<file path="src/rtl/instr_encoder.sv">
// Packs decoded RV32 instruction fields into raw words and streams them out
// with sequential word addresses; unencodable tuples are dropped and flagged.
module instr_encoder #(
    parameter int ADDR_W    = 32,
    parameter int MAX_WORDS = 1024
) (
    input  logic              clk,
    input  logic              rst,
    input  logic              start,
    input  logic [ADDR_W-1:0] addr_base,
    input  logic              in_valid,
    output logic              in_ready,
    input  logic [2:0]        fmt,
    input  logic [6:0]        opcode,
    input  logic [2:0]        funct3,
    input  logic [6:0]        funct7,
    input  logic [4:0]        rd,
    input  logic [4:0]        rs1,
    input  logic [4:0]        rs2,
    input  logic [31:0]       imm,
    output logic              out_valid,
    input  logic              out_ready,
    output logic [ADDR_W-1:0] out_addr,
    output logic [31:0]       out_instr,
    output logic              err,
    output logic [7:0]        err_count,
    output logic              halted
);

    localparam int CNT_W = $clog2(MAX_WORDS + 1);
    localparam logic [CNT_W:0]   MAX_CNT  = (CNT_W + 1)'(MAX_WORDS);
    localparam logic [CNT_W-1:0] LAST_CNT = CNT_W'(MAX_WORDS - 1);

    typedef enum logic [1:0] {IDLE, RUN, HALT} state_t;

    state_t            state;
    logic [CNT_W-1:0]  word_count;
    logic [ADDR_W-1:0] next_addr;

    logic              legal;
    logic [31:0]       packed_word;
    logic signed [31:0] simm;
    logic [CNT_W:0]    claimed;
    logic              has_budget;
    logic              accept;
    logic              xfer;
    logic              last_word;
    logic [ADDR_W-1:0] word_addr;

    assign simm = $signed(imm);

    always_comb begin
        legal       = 1'b0;
        packed_word = 32'd0;
        case (fmt)
            3'd0: begin
                legal       = 1'b1;
                packed_word = {funct7, rs2, rs1, funct3, rd, opcode};
            end
            3'd1: begin
                legal       = (simm >= -32'sd2048) && (simm <= 32'sd2047);
                packed_word = {imm[11:0], rs1, funct3, rd, opcode};
            end
            3'd2: begin
                legal       = (simm >= -32'sd2048) && (simm <= 32'sd2047);
                packed_word = {imm[11:5], rs2, rs1, funct3, imm[4:0], opcode};
            end
            3'd3: begin
                legal       = (simm >= -32'sd4096) && (simm <= 32'sd4094) && !imm[0];
                packed_word = {imm[12], imm[10:5], rs2, rs1, funct3,
                               imm[4:1], imm[11], opcode};
            end
            3'd4: begin
                legal       = (imm[11:0] == 12'd0);
                packed_word = {imm[31:12], rd, opcode};
            end
            3'd5: begin
                legal       = (simm >= -32'sd1048576) && (simm <= 32'sd1048574) && !imm[0];
                packed_word = {imm[20], imm[10:1], imm[11], imm[19:12], rd, opcode};
            end
            default: begin
                legal       = 1'b0;
                packed_word = 32'd0;
            end
        endcase
    end

    // Words already counted plus the one sitting in the output register; once
    // that reaches MAX_WORDS no further tuple is taken, so HALT never strands a word.
    assign claimed    = {1'b0, word_count} + {{CNT_W{1'b0}}, out_valid};
    assign has_budget = (claimed < MAX_CNT);
    assign in_ready   = (state == RUN) && (!out_valid || out_ready) && has_budget;
    assign accept     = in_valid && in_ready;
    assign xfer       = out_valid && out_ready;
    assign last_word  = (word_count == LAST_CNT);
    assign word_addr  = start ? addr_base : next_addr;

    always_ff @(posedge clk or posedge rst) begin
        if (rst) begin
            state      <= IDLE;
            word_count <= '0;
            next_addr  <= '0;
            out_valid  <= 1'b0;
            out_addr   <= '0;
            out_instr  <= 32'd0;
            err        <= 1'b0;
            err_count  <= 8'd0;
            halted     <= 1'b0;
        end else begin
            err <= accept && !legal;
            if (accept && !legal && (err_count != 8'hFF)) begin
                err_count <= err_count + 8'd1;
            end

            // A pending word keeps its address across start; only an empty or
            // draining output register picks up the new base right away.
            if (accept && legal) begin
                out_valid <= 1'b1;
                out_instr <= packed_word;
                out_addr  <= word_addr;
                next_addr <= word_addr + ADDR_W'(4);
            end else begin
                if (xfer) begin
                    out_valid <= 1'b0;
                end
                if (start && (!out_valid || xfer)) begin
                    out_addr <= addr_base;
                end else if (xfer) begin
                    out_addr <= next_addr;
                end
                if (start) begin
                    next_addr <= addr_base;
                end
            end

            if (start) begin
                state      <= RUN;
                word_count <= '0;
                halted     <= 1'b0;
            end else if (xfer && (state == RUN)) begin
                word_count <= word_count + CNT_W'(1);
                if (last_word) begin
                    state  <= HALT;
                    halted <= 1'b1;
                end
            end
        end
    end

endmodule

</file>
<file path="config.mk">
export PLATFORM = sky130hd
export DESIGN_NAME = instr_encoder
export DESIGN_NICKNAME = d
export VERILOG_FILES = /design/src/rtl/instr_encoder.sv
export SDC_FILE = /design/constraint.sdc
export NUM_CORES = 1
export LEC_CHECK = 0
export ABC_CLOCK_PERIOD_IN_PS = 5300
export BUFFER_PORTS_ARGS = -buffer_cell sky130_fd_sc_hd__buf_2
export CORE_ASPECT_RATIO = 1.2
export CORE_MARGIN = 1
export CORE_UTILIZATION = 50
export DETAILED_ROUTE_END_ITERATION = 7
export GPL_ROUTABILITY_DRIVEN = 0
export MAX_ROUTING_LAYER = met4
export PLACE_DENSITY = 0.78
export SLEW_MARGIN = 10
export SYNTH_ARGS = -nofsm -noshare
export SYNTH_HDL_FRONTEND = slang
export SYNTH_SLANG_ARGS = --single-unit
</file>
<file path="constraint.sdc">
create_clock -name clk -period 5.3 [get_ports clk]
set_clock_uncertainty 0.05 [all_clocks]
set_input_delay 0.265 -clock clk [delete_from_list [all_inputs] [get_ports clk]]
set_output_delay 0.265 -clock clk [all_outputs]
set_load 0.02 [all_outputs]
</file>
## After elaboration in Yosys (flattened, before gate mapping)

Index checks and enable logic that the tools add are counted.

| storage, ports and cells | value |
|---|---|
| bits in registers | 120 |
| input port bits | 104 |
| output and inout bits | 76 |
| word-level logic and storage cells | 72 |

| cells by class | value |
|---|---|
| add/subtract/negate cells | 4 |
| $lt $le $gt $ge | 7 |
| equality and inequality tests | 8 |
| muxes and demuxes | 17 |
| reduce and logical (&&, ||, !) cells | 27 |

Operators with widths:

| cell | number |
|---|---|
| one-hot mux 32 bit (6 select lines) | 1 |
| two-way mux 32 bit | 5 |
| adder 32 x 3 -> 32 bit (second input constant) | 1 |
| >= comparator 32 x 12 -> 1 bit (second input constant) | 1 |
| >= comparator 32 x 13 -> 1 bit (second input constant) | 1 |
| >= comparator 32 x 21 -> 1 bit (second input constant) | 1 |
| <= comparator 32 x 12 -> 1 bit (second input constant) | 1 |
| <= comparator 32 x 13 -> 1 bit (second input constant) | 1 |
| <= comparator 32 x 21 -> 1 bit (second input constant) | 1 |
| two-way mux 11 bit | 2 |
| logical AND 1 bit | 14 |
| adder 11 x 1 -> 12 bit | 1 |
| zero test 12 bit | 1 |
| less-than comparator 12 x 11 -> 1 bit (second input constant) | 1 |
| adder 11 x 1 -> 11 bit (second input constant) | 1 |
| == test 11 x 10 -> 1 bit (second input constant) | 1 |
| adder 8 x 1 -> 8 bit (second input constant) | 1 |
| != test 8 bit (second input constant) | 1 |
| == test 3 x 2 -> 1 bit (second input constant) | 2 |
| == test 3 bit (second input constant) | 2 |
| two-way mux 2 bit | 3 |
| nonzero test 2 bit | 3 |
| two-way mux 1 bit | 5 |
| one-hot mux 1 bit (5 select lines) | 1 |
| other kinds (8) | 11 |

## Logic depth before layout (Yosys ltp)

Gate-level depths: netlist (run 1).

| depth | value |
|---|---|
| depth after elaboration | 7 |
| mapped depth | 11 |
| mapped depth without buffers | 8 |

## Least setup slack after synthesis (run 1)

OpenSTA, ideal clock, no wires.

| path | value |
|---|---|
| path kind | input to register |
| start | in start |
| end | reg next_addr[28] |
| library setup time | 80 ps |
| arrival time | 2683 ps |
| required time | 5170 ps |
| setup slack | 2487 ps |
| stages on the path | 11 |
| buffers on the path | 4 |
| cells stage by stage | buf_6 buf_4 buf_2 buf_1 mux2_2 ha_1 nand2_1 nor3_1 nand2_1 nor4_1 xnor2_1 |

| between the ends | value |
|---|---|
| cells in the longest elaborated chain, start to end | 3 |

RTL lines:

| element | line | RTL |
|---|---|---|
| start: declaration | 9 | `input logic start,` |
| two-way mux 32 bit (*) | - |  |
| adder 32 x 3 -> 32 bit | 121 | `next_addr <= word_addr + ADDR_W'(4);` |
| two-way mux 32 bit (*) | 117 | `if (accept && legal) begin` |
| end signal: assignment | 121 |  |
| end signal: assignment | 132 | `next_addr <= addr_base;` |
| end: declaration | 38 | `logic [ADDR_W-1:0] next_addr;` |

Every way passes the cells marked *; elsewhere a longest branch is shown, timed or not.
A chain may end at the register's enable or synchronous reset.

## Final worst setup path (run 1)

| path | value |
|---|---|
| start | in fmt[2] |
| end | reg next_addr[8] |

| between the ends | value |
|---|---|
| cells in the longest elaborated chain, start to end | 5 |
| elaborated cells between the ends (all ways) | 10 |
| classes of those cells | eq/ne: 5; mux: 2; reduce/logical: 3 |

RTL lines:

| element | line | RTL |
|---|---|---|
| start: declaration | 13 | `input logic [2:0] fmt,` |
| == test 3 x 2 -> 1 bit / == test 3 x 1 -> 1 bit (equally long branches) | 55 | `case (fmt)` |
| OR reduction 2 bit (no line) | - |  |
| one-hot mux 1 bit (5 select lines) (*) | 55 |  |
| logical AND 1 bit (*) | 117 |  |
| two-way mux 32 bit (*) | 117 |  |

Marks and branches as above.

==> qor.csv, run 1 <==
metric,value,unit
status,"complete, no violations",
total of max-cap violations,0,
post-synthesis sequential area ratio,49.66,%
worst-path cell chain,"buf_2, nor2b_1, nand3_1, o32a_1, nand4_1, nand2_2, or3_1, xor2_1",
critical path data arrival time,3.43,ns
Reg power frac,38.9,%
gr usage total,26.73,%
most frequent cells in the layout,"179 x buf_2, 119 x dfrtp_1, 92 x nand2_1",
slowest library cell on the worst path,nand2_2,
Slew Limit Headroom,31.19,%
Synth Register Bits,119,
PD cells,387.5,mW/mm²
std cell rows,43,
die area,0.01244,mm²
post-route ant nets,0,
Critical Path RT,5.53,ns
Critical Path Start Type,input pin,
worst hold path class,in2async,
Synth Instances,605,
drt total wl,15570,µm
asr flop ratio synth,100.0,%
switching share of power,29.71,%
Clock power frac,39.8,%
unrepaired setup endpoints after global routing,false,
worst r2r src,word_count[2],
P_int,2077,µW
core area,0.01162,mm²
xor/xnor cell area share of the yosys netlist,6.572,%
max incr delay on CP,0.70,ns
antenna violations before repair,0,
Synth Flop Type,dfrtp_1,
Total Power,2955,µW
Num CTS Buffers,17,
Logic pwr share,21.3,%
ant diodes,0,
H-tree Lvls,4,
synthesized area,0.005997,mm²
Layout Nets,884,
number of global-route vias before repair,5111,
critical path class,in2reg,
f_max,0.3121,GHz
Final Util,65.61,%
Post-synth EDFFs,0,
area grow syn2layout,27.14,%
Setup Total Neg Slack,0,ns
"most common cell after layout, fill and taps aside",buf_2,
Crit Path Max Fanout,61,
drt wl/cell,16.46,µm
first-pass GRT wire length,24490,µm
largest family of logic cells by synthesized area,simple AND/OR/NAND/NOR gates,
Post-Syn Nets,712,
Max Slew Vio Count,0,
layout cell share with drive strength beyond 1,30.80,%
grt ovf,0,
Fillers,983,
library cells used by synthesis,51,
DRT Pass-1 Iters,5,
Hold Buf Count CTS,4,
slew of the pin with the lowest slew margin,1.030,ns
Root Driver,clkbuf_16,
# Post-CTS Setup Buffers,0,
largest net degree at the start of global routing,79,
Via density,5.561,
YS warnings,0,
DRC,0,
vias,5261,
clk sinks,119,
CTS Buffer Depth,2,
R2R cell count,7,
DP HPWL,11490,µm
Initial DRC Count,219,
final cycle utilization of the critical path,60.46,%
Final Critical Period,3.204,ns
clk slew on worst S/H paths,0.06,ns
# port buffers,179,
die height,122.0,µm
TritonCTS clock tree,built,
reg-to-reg endpoint,next_addr[8],
syn_area_per_cell,9.912,µm²
sw power,877.8,µW
post_cts resized,0,
Synth Area in Compound Gates,10.47,%
die width,102.0,µm
Starting Density,51.60,%
Final Hold Vio Count,0,
R2R setup slack,2.20,ns
Crit. End Element,flip-flop,
critical path's top delay family,simple AND/OR/NAND/NOR gates,
post-synthesis adder-cell area fraction,0.6259,%
post-synthesis simple-gate area fraction,19.53,%
post-synthesis mux area share,10.26,%
Buffers & Inverters on Critical Path,1,
Final setup viols,0,
leak pwr,0.003586,µW
maximum VDD drop,0.2433,mV
IO Pins,180,
Clock Latency Late Sink,0.41,ns
==> how the worst max path moves through the flow <==
stage | from | to | slack [ns] | cells past startpoint
after detailed placement | fmt[2] | next_addr[8] | 1.72 | 8
after floorplan | rst | err | 1.83 | 1
after CTS | fmt[2] | next_addr[8] | 2.14 | 8
after global placement | fmt[2] | next_addr[8] | 1.81 | 8
final | fmt[2] | next_addr[8] | 2.10 | 8
after global routing | fmt[2] | next_addr[8] | 1.80 | 8
==> power groups by stage <==
stage          Clock, µW  Sequential, µW  Combinational, µW
4_1_cts             1190            1150                633
6_report            1180            1150                629
5_1_grt             1240            1170                684
2_1_floorplan          0            1290                247
3_3_place_gp           0            1150                614
3_5_place_dp           0            1160                629
==> per-stage QoR <==
| stage | hold slack [ns] | instance area, µm² | worst slack, ns | cells |
|---|---|---|---|---|
| after detailed placement | 0.4150 | 6982 | 1.717 | 911 |
| final | 0.002141 | 7625 | 2.096 | 946 |
| after CTS | 0.004467 | 7625 | 2.137 | 946 |
| after global routing | 0.009919 | 7625 | 1.799 | 946 |
| after floorplan | 0.3204 | 5997 | 1.828 | 605 |
| after global placement | 0.4067 | 6982 | 1.812 | 911 |
==> logic make-up after synthesis <==
kind of cell | Yosys count
and+or+nand+nor | 234
muxes | 59
AOI/OAI and AO/OA | 105
DFF | 119
buffers and inverters | 40
xor gates and xnor gates | 45
adders and majority gates | 3
==> state kept, by name (all words and copies together) (netlist names) <==
signal,count
err_count,8
out_instr,32
state,1
err,1
out_addr,32
out_valid,1
halted,1
next_addr,32
word_count,11
==> worst reg2reg max path, cell delays in order (launching register included) <==
cell and delay, ns:
dfrtp_1 0.43, nand4_1 0.17, nor3_1 0.08, nor4b_2 0.37, and2_0 0.43, nand2_2 0.67
or3_1 0.61, xor2_1 0.16
==> area by class of cell <==
class                           instances  area [µm²]  share of cell area (%)
Clock buffer                           21       450.4                   5.907
Clock inverter                         10       152.6                   2.002
Inverter                                7       28.78                  0.3774
Multi-Input combinational cell        446        2860                   37.51
Sequential cell                       119        2978                   39.05
Tap cell                              157       196.4                   2.576
Timing Repair Buffer                  186       958.4                   12.57
==> per-layer routing <==
metal / share of wire, % / routed length, µm / vias up / GRT usage, %
met4: 2.5 / 393 / 0 / 9.732
met5: 0 / 0 / - / -
met3: 6.5 / 1010 / 36 / 6.598
met1: 38 / 5923 / 2503 / 29.22
li1: - / - / 2483 / -
met2: 53 / 8239 / 239 / 46.64
==> Yosys cell counts, drive strengths merged, types with 7 or more instances <==
master / count / share of area [%]
a21oi: 18 / 1.6
a221oi: 10 / 1.5
buf: 13 / 1.2
clkbuf: 20 / 1.3
dfrtp: 119 / 50
inv: 7 / 0.44
mux2: 17 / 3.2
mux2i: 42 / 7.1
nand2: 93 / 5.8
nand3: 16 / 1.3
nand4: 20 / 2.2
nor2: 39 / 2.5
nor2b: 14 / 1.5
nor3: 14 / 1.3
nor4: 12 / 1.3
o21ai: 55 / 4.6
xnor2: 25 / 3.7
xor2: 20 / 2.9
Note: power is estimated with default switching activity, not from simulation.
==> inputs of run 2 (changes only) <==
Settings changed: ABC_CLOCK_PERIOD_IN_PS 5300 to 3100.
Clock period 5.3 ns to 3.1 ns, I/O delays scaled along.
==> qor.csv, run 2 (same netlist as run 1, synthesis figures left out) <==
metric,value,unit,change
status,"complete, no violations",,unchanged
final cell area excluding filler cells,0.007930,mm²,was 0.007625 mm²
Critical Path RT,3.37,ns,was 5.53 ns
Setup Total Neg Slack,0,ns,unchanged
Fin Hold WS,0.01020,ns,was 0.002141 ns
Final Hold Vio Count,0,,unchanged
"Cell Area, Placed",0.007126,mm²,was 0.006982 mm²
DP HPWL,11820,µm,was 11490 µm
maximum VDD drop,0.3252,mV,was 0.2433 mV
Total Power,5222,µW,was 2955 µW
gr usage total,28.13,%,was 26.73%
antenna violations before repair,0,,unchanged
Fillers,916,,was 983
top flop regs,"next_addr: 32 flops, out_addr: 32 flops, out_instr: 32 flops",,unchanged
Final Critical Period,2.673,ns,
vias,5498,,was 5261
core area,0.01162,mm²,unchanged
largest net degree at the start of global routing,57,,was 79
die width,102.0,µm,unchanged
Layout Nets,910,,was 884
Max Slew Vio Count,0,,unchanged
Root Driver,clkbuf_16,,unchanged
Final setup viols,0,,unchanged
f_max,0.3741,GHz,
DRT Pass-1 Iters,6,,was 5
drt wl/cell,16.95,µm,was 16.46 µm
PD cells,658.5,mW/mm²,was 387.5 mW/mm²
Via density,5.651,,was 5.561
max incr delay on CP,0.50,ns,was 0.70 ns
post-route ant nets,0,,unchanged
DRC,0,,unchanged
Starting Density,51.60,%,unchanged
worst r2r src,word_count[2],,unchanged
slew of the pin with the lowest slew margin,0.7964,ns,was 1.030 ns
R2R cell count,8,,was 7
total of max-cap violations,0,,unchanged
R2R setup slack,0.43,ns,was 2.20 ns
number of global-route vias before repair,5374,,was 5111
Crit. End Element,flip-flop,,unchanged
# port buffers,179,,unchanged
Initial DRC Count,349,,was 219
worst hold path class,in2reg,,was in2async
unrepaired setup endpoints after global routing,false,,unchanged
critical path class,reg2reg,,was in2reg
hold path depth,3,,
leak pwr,0.003728,µW,was 0.003586 µW
Critical Path Start Type,flip-flop,,was input pin
Worst Hold Path EP,out_addr[18],,
Slew Limit Headroom,46.71,%,was 31.19%
drt total wl,16490,µm,was 15570 µm
area grow syn2layout,32.23,%,was 27.14%
critical path data arrival time,2.95,ns,was 3.43 ns
reg-to-reg endpoint,next_addr[5],,was next_addr[8]
worst-path cell chain,"nand4_1, nor3_1, nor4b_2, and2_0, nand2_2, buf_4, a211oi_1, xnor2_1",,"was buf_2, nor2b_1, nand3_1, o32a_1, nand4_1, nand2_2, or3_1, xor2_1"
Crit Path Max Fanout,54,,was 61
critical path's top delay family,simple AND/OR/NAND/NOR gates,,unchanged
clk slew on worst S/H paths,0.06,ns,about the same
std cell rows,43,,unchanged
Num CTS Buffers,17,,unchanged
ant diodes,0,,unchanged
clk sinks,119,,unchanged
layout cell share with drive strength beyond 1,31.86,%,was 30.80%
final cycle utilization of the critical path,86.22,%,
most frequent cells in the layout,"179 x buf_2, 119 x dfrtp_1, 92 x nand2_1",,unchanged
IO Pins,180,,unchanged
first-pass GRT wire length,25940,µm,was 24490 µm
Clock Latency Late Sink,0.41,ns,about the same
die area,0.01244,mm²,unchanged
CTS Buffer Depth,2,,unchanged
grt ovf,0,,unchanged
TritonCTS clock tree,built,,unchanged
Buffers & Inverters on Critical Path,1,,unchanged
# Post-CTS Setup Buffers,0,,unchanged
Hold Crit Start,addr_base[18],,
"most common cell after layout, fill and taps aside",buf_2,,unchanged
slowest library cell on the worst path,and2_0,,was nand2_2
H-tree Lvls,4,,unchanged
die height,122.0,µm,unchanged
run 2: tightest hold or removal path, delay by kind of cell:
kind | cells | cell delay (ns)
AO/OA/AOI/OAI | 1 | 0.13
buffers and inverters | 1 | 0.09
multiplexers | 1 | 0.06
run 2: power breakdown:
part / internal (µW) / total [µW] / switching [µW]
Clock: 1440 / 2140 / 699
Sequential: 1800 / 1960 / 162
Combinational: 428 / 1120 / 691
Total: 3670 / 5220 / 1550
run 2: worst max path at each step:
stage	endpoint	slack, ns	start	cells past startpoint
CTS	next_addr[5]	0.41	word_count[2]	8
floorplan	next_addr[28]	0.40	start	11
detailed placement	next_addr[5]	0.47	word_count[2]	8
global placement	next_addr[5]	0.54	word_count[2]	8
global route	next_addr[5]	0.20	word_count[2]	8
finish	next_addr[5]	0.43	word_count[2]	8
run 2: timing repair:
item / in CTS / in global routing
endpoints found under the hold margin: 42 / 0
gates resized for setup: 0 / 0
hold buffers: 16 / 0
run 2: per-layer routing:
metal / wire length [µm] / GRT usage (%) / vias up
met5: 0 / - / -
met4: 416 / 11.16 / 0
met3: 962 / 5.221 / 45
met2: 8790 / 48.36 / 282
met1: 6319 / 32.14 / 2629
li1: - / - / 2542
run 2: metrics by stage:
stage          utilization [%]  std cells  worst slack, ns
2_1_floorplan                -        605           0.3968
3_3_place_gp             61.32        925           0.5391
3_5_place_dp             61.32        925           0.4666
4_1_cts                  68.24        973           0.4056
5_1_grt                  68.24        973           0.2037
6_report                 68.24        973           0.4270
run 2: layout make-up:
cell class                 count  area [µm²]  share of cell area, %
sequential                   119        2978                  37.55
multi-input combinational    446        2860                  36.07
timing repair buffer         212        1221                  15.40
clock buffer                  19       442.9                  5.585
clock inverter                13       201.4                  2.540
tap                          157       196.4                  2.477
inverter                       7       30.03                 0.3787
